[config.mk]
export PLATFORM = sky130hd
export DESIGN_NAME = sm_ascii_trace
export DESIGN_NICKNAME = d
export VERILOG_FILES = /design/src/rtl/sm_ascii_trace.sv
export SDC_FILE = /design/constraint.sdc
export NUM_CORES = 1
export LEC_CHECK = 0
export CORE_ASPECT_RATIO = 1.5
export CORE_UTILIZATION = 40
export DETAILED_ROUTE_END_ITERATION = 10
export PLACE_DENSITY = 0.57
export SKIP_CTS_REPAIR_TIMING = 1
export SYNTH_ARGS = -nofsm -noshare
export SYNTH_HDL_FRONTEND = slang
export SYNTH_SLANG_ARGS = --single-unit
export TNS_END_PERCENT = 1
[constraint.sdc]
create_clock -name clk -period 3.3 [get_ports clk]
set_clock_uncertainty 0.1 [all_clocks]
set_input_delay 0.99 -clock clk [delete_from_list [all_inputs] [get_ports clk]]
set_output_delay 0.99 -clock clk [all_outputs]
set_load 0.01 [all_outputs]
[src/rtl/sm_ascii_trace.sv]
// Debug monitor for one FSM state register: registered ASCII decode of the
// state plus a timestamped transition history FIFO drained over valid/ready.
module sm_ascii_trace #(
  parameter int STATE_W    = 3,
  parameter int NUM_STATES = 8,
  parameter int NAME_CHARS = 6,
  parameter logic [NUM_STATES*NAME_CHARS*8-1:0] NAME_TABLE = '0,
  parameter int DEPTH      = 8,
  parameter int TS_W       = 16
) (
  input  logic                         clk,
  input  logic                         rst_n,
  input  logic                         en_i,
  input  logic                         clr_i,
  input  logic [STATE_W-1:0]           state_i,
  output logic [NAME_CHARS*8-1:0]      ascii_o,
  output logic                         ascii_err_o,
  output logic                         trc_valid_o,
  input  logic                         trc_ready_i,
  output logic [TS_W-1:0]              trc_ts_o,
  output logic [STATE_W-1:0]           trc_from_o,
  output logic [STATE_W-1:0]           trc_to_o,
  output logic [$clog2(DEPTH+1)-1:0]   trc_count_o,
  output logic                         ovf_o
);

  localparam int NAME_W = NAME_CHARS * 8;
  localparam int PTR_W  = $clog2(DEPTH);
  localparam int CNT_W  = $clog2(DEPTH + 1);

  typedef struct packed {
    logic [TS_W-1:0]    ts;
    logic [STATE_W-1:0] from_s;
    logic [STATE_W-1:0] to_s;
  } entry_t;

  // "%Error" right-aligned, left-padded with spaces to the name width.
  function automatic logic [NAME_W-1:0] err_name();
    logic [47:0]       tag;
    logic [NAME_W-1:0] r;
    tag = "%Error";
    r   = '0;
    for (int i = 0; i < NAME_CHARS; i++)
      r[i*8 +: 8] = (i < 6) ? tag[i*8 +: 8] : 8'h20;
    return r;
  endfunction

  localparam logic [NAME_W-1:0] ERR_NAME = err_name();

  // ---------------------------------------------------------------- decode
  logic [NAME_W-1:0] name_lookup;
  logic              name_legal;

  // NOTE: every signal written in always_comb gets a default first, otherwise
  // any path that skips the assignment infers a latch.
  always_comb begin
    name_lookup = '0;
    name_legal  = 1'b0;
    for (int k = 0; k < NUM_STATES; k++) begin
      if (state_i == STATE_W'(k)) begin
        name_lookup = NAME_TABLE[k*NAME_W +: NAME_W];
        name_legal  = 1'b1;
      end
    end
    if (name_lookup == '0) name_legal = 1'b0;
  end

  // NOTE: sequential state uses non-blocking assignments so every register
  // samples pre-edge values regardless of statement order.
  always_ff @(posedge clk or negedge rst_n) begin
    if (!rst_n) begin
      ascii_o     <= '0;
      ascii_err_o <= 1'b0;
    end else begin
      ascii_o     <= name_legal ? name_lookup : ERR_NAME;
      ascii_err_o <= ~name_legal;
    end
  end

  // ----------------------------------------------------------------- trace
  logic [TS_W-1:0]    ts_q;
  logic [STATE_W-1:0] prev_q;
  logic               primed_q;
  entry_t             mem [DEPTH];
  logic [PTR_W-1:0]   wr_ptr, rd_ptr;
  logic [CNT_W-1:0]   count_q;
  logic               ovf_q;

  logic push, pop, full, do_write, drop;

  assign push     = primed_q & en_i & (state_i != prev_q);
  assign pop      = trc_valid_o & trc_ready_i;
  assign full     = (count_q == CNT_W'(DEPTH));
  assign do_write = push & (~full | pop);
  assign drop     = push & full & ~pop;

  // NOTE: the small history array is reset so the head outputs read zero out
  // of reset and no stale entry survives a mid-run reset.
  always_ff @(posedge clk or negedge rst_n) begin
    if (!rst_n) begin
      ts_q     <= '0;
      prev_q   <= '0;
      primed_q <= 1'b0;
      wr_ptr   <= '0;
      rd_ptr   <= '0;
      count_q  <= '0;
      ovf_q    <= 1'b0;
      for (int i = 0; i < DEPTH; i++) mem[i] <= '0;
    end else begin
      prev_q <= state_i;
      if (clr_i) begin
        ts_q     <= '0;
        primed_q <= 1'b0;
        wr_ptr   <= '0;
        rd_ptr   <= '0;
        count_q  <= '0;
        ovf_q    <= 1'b0;
      end else begin
        primed_q <= 1'b1;
        if (en_i) ts_q <= ts_q + 1'b1;
        if (do_write) begin
          mem[wr_ptr] <= '{ts: ts_q, from_s: prev_q, to_s: state_i};
          wr_ptr      <= wr_ptr + 1'b1;
        end
        if (pop) rd_ptr <= rd_ptr + 1'b1;
        // Full push+pop writes the slot being vacated, so the count holds.
        case ({do_write, pop})
          2'b10:   count_q <= count_q + 1'b1;
          2'b01:   count_q <= count_q - 1'b1;
          default: count_q <= count_q;
        endcase
        if (drop) ovf_q <= 1'b1;
      end
    end
  end

  assign trc_valid_o = (count_q != '0);
  assign trc_ts_o    = mem[rd_ptr].ts;
  assign trc_from_o  = mem[rd_ptr].from_s;
  assign trc_to_o    = mem[rd_ptr].to_s;
  assign trc_count_o = count_q;
  assign ovf_o       = ovf_q;

endmodule

==> impl_metrics.env <==
export IMPL_synthArstFlopShare_pct=100
export IMPL_power_density_nw_per_um2=581
export IMPL_final_max_slew_violation_count=0
export IMPL_vias=5594
export IMPL_die_area_um2=26500
export IMPL_synthTopCellsByCount="dfrtp_1, mux2_2, mux2_4, buf_4, mux4_2"
export IMPL_core_um2=25200
export IMPL_yosysWarnings=0
export IMPL_synth_seq_cells=208
export IMPL_crit_path_start_kind="flop"
export IMPL_boundaryPins=85
export IMPL_fin_hold_ws_ps=350
export IMPL_antenna_found_initial=0
export IMPL_cts_sinks=208
export IMPL_netlist_area_leader_share_pct=50.4
export IMPL_antenna_cells=0
export IMPL_fmax_ghz=0.289
export IMPL_setup_violations=3
export IMPL_firstDrtPassIters=5
export IMPL_clockBufferDepth=3
export IMPL_rsz0062_at_grt="yes"
export IMPL_hold_class="input port to asynchronous set/reset pin"
export IMPL_clkLatencyLatePin_ps=500
export IMPL_arrival_ps=2370
export IMPL_finalHoldViolCount=0
export IMPL_grt_pass1_wl_mm=35.7
export IMPL_route_detailed_wl_per_inst_um=20.2
export IMPL_final_nets=751
export IMPL_crit_path_end_kind="primary output"
export IMPL_tightest_slew_ps=878
export IMPL_netlist_area_um2=10300
export IMPL_dieHeight_um=199
export IMPL_detail_route_antenna_nets=0
export IMPL_synth_flop_cell="dfrtp_1"
export IMPL_grt_overflow=0
export IMPL_fin_crit_sh_pct=105
export IMPL_grt_start_max_net_pins=63
export IMPL_synthTopCellsByArea="dfrtp_1, mux2_2, mux4_2"
export IMPL_synth_edf_count=0
export IMPL_via_per_inst=5.17
export IMPL_grt_pass1_vias=6295
export IMPL_critPathKind="flop to primary output"
export IMPL_die_width_um=133
export IMPL_clkSlewWorstSetupHoldPaths_ps=60
export IMPL_nFillCells=2170
export IMPL_p_leak_nw=5.90
export IMPL_drtIter0Drc=253
export IMPL_dpl_worst_slack_ps=-348
export IMPL_critPathMaxFanout=8
export IMPL_slew_headroom_pct=41.3
export IMPL_dpl_hpwl_mm=14.3
export IMPL_gp_congestion=0.810
export IMPL_seq_area_frac_synth_pct=50.4
export IMPL_start_util_pct=40.9
export IMPL_yosys_area_top_type="dfrtp_1"
export IMPL_rows=71
export IMPL_numCtsBuffers=22
export IMPL_netlist_instances=692
export IMPL_port_buffers=60
export IMPL_violations="setup timing"
export IMPL_yosysMostFrequentCell="dfrtp_1"
export IMPL_syn_area_per_cell_um2=14.9
export IMPL_drv_cap=0
export IMPL_wl_mm=21.9
export IMPL_crit_required_ps=2210
export IMPL_drc=0
export IMPL_cts_tree="yes"
export IMPL_period_needed_ps=3460
export IMPL_synthToLayoutAreaGrowth_pct=15.9
export IMPL_synth_cell_type_count=49
export IMPL_outcome="finished, violations left"
export IMPL_layout_setup_ws_ps=-161
export IMPL_root_buffer="clkbuf_16"
export IMPL_grtUsageTotal_pct=17.4
export IMPL_ir_worst_vdd_v=0.000451
export IMPL_h_tree_depth=1
export IMPL_drive_above_1_share_pct=40.6
export IMPL_final_core_util_pct=47.4
## per-layer routing
layer | GRT usage [%] | vias up | wire length, µm
met5 | 0 | - | 0
met1 | 20.8 | 2963 | 8890
met2 | 32.2 | 111 | 11600
li1 | - | 2484 | -
met4 | 6.23 | 0 | 780
met3 | 2.09 | 36 | 654
## cell type report
| type | instances | area [µm²] | share of cell area [%] |
|---|---|---|---|
| flip-flops and latches | 208 | 5210 | 43.5 |
| multi-input cells | 397 | 4420 | 37.0 |
| repair buffers | 105 | 1150 | 9.63 |
| clock buffers | 32 | 639 | 5.35 |
| well taps | 328 | 410 | 3.43 |
| clock inverters | 8 | 115 | 0.962 |
| inverters | 4 | 15.0 | 0.126 |
## cell usage in the layout, fill, tap and decap left out, types with 5 or more instances in the layout
cell type | synthesis | final
dfrtp_1 | 208 | 206
mux2_2 | 112 | 112
mux2_4 | 57 | 57
mux4_2 | 44 | 44
clkdlybuf4s50_1 | 0 | 40
buf_4 | 51 | 32
mux2_1 | 29 | 29
nor2_1 | 28 | 28
conb_1 | 2 | 25
clkbuf_16 | 0 | 24
dlymetal6s2s_1 | 0 | 19
nand2_1 | 13 | 13
xor2_1 | 12 | 12
buf_12 | 2 | 11
xnor2_1 | 9 | 9
a21oi_1 | 7 | 7
clkbuf_1 | 26 | 6
nand3_1 | 5 | 5
mux2i_1 | 5 | 5
nand4_1 | 5 | 5
ha_1 | 5 | 5
clkinv_2 | 0 | 5
## registers in the layout (all words and copies together), names as in the netlist, 3 cells and up
signal,cells
wr_ptr,3
ts_q,16
prev_q,3
rd_ptr,3
mem,176
trc_count_o,4
## stage by stage
stage / TNS [ps] / total power, mW / instances / instance area [µm²]
global route: -1040 / 7.28 / 1082 / 12000
CTS: -6700 / 6.99 / 1079 / 11900
global placement: -18120 / 4.35 / 1039 / 11100
floorplan: 0 / 3.79 / 715 / 10400
detailed placement: -23890 / 4.38 / 1039 / 11100
finish: -463 / 6.95 / 1082 / 12000
## worst paths after layout
path,start,endpoint,slack (ps),depth (start not counted)
setup / recovery,rd_ptr[0]$_DFFE_PN0P_,trc_ts_o[0],-160,4
hold / removal,rst_n,mem[81]$_DFFE_PN0P_,350,1
setup reg to reg,prev_q[0]$_DFF_PN0_,trc_count_o[2]$_DFFE_PN0P_,540,10
hold reg to reg,mem[23]$_DFFE_PN0P_,mem[23]$_DFFE_PN0P_,390,1
max in group asynchronous,rst_n,mem[151]$_DFFE_PN0P_,1880,2
min in group clk,mem[23]$_DFFE_PN0P_,mem[23]$_DFFE_PN0P_,390,1
## kinds of logic after synthesis
kind of cell	after synthesis	share of synthesized area, %
AND/OR/NAND/NOR	81	4.61
buffers and inverters	110	7.55
multiplexers	247	33.8
AO/OA/AOI/OAI	18	1.16
XOR/XNOR	21	1.78
flip-flops	208	50.4
adder cells (fa/ha/maj)	5	0.606
other	2	0.0728
## critical path: stages (launching register included)
cell,delay [ps]
dfrtp_2,370
buf_4,210
mux4_2,530
mux2_2,280
clkdlybuf4s50_1,490
## power by group
part / total, mW / switching, mW / internal (mW)
clock network: 2.57 / 0.993 / 1.58
logic: 1.59 / 0.718 / 0.867
registers: 2.79 / 0.114 / 2.68
total: 6.95 / 1.83 / 5.12
No activity file was read; power rests on OpenSTA's default activity.
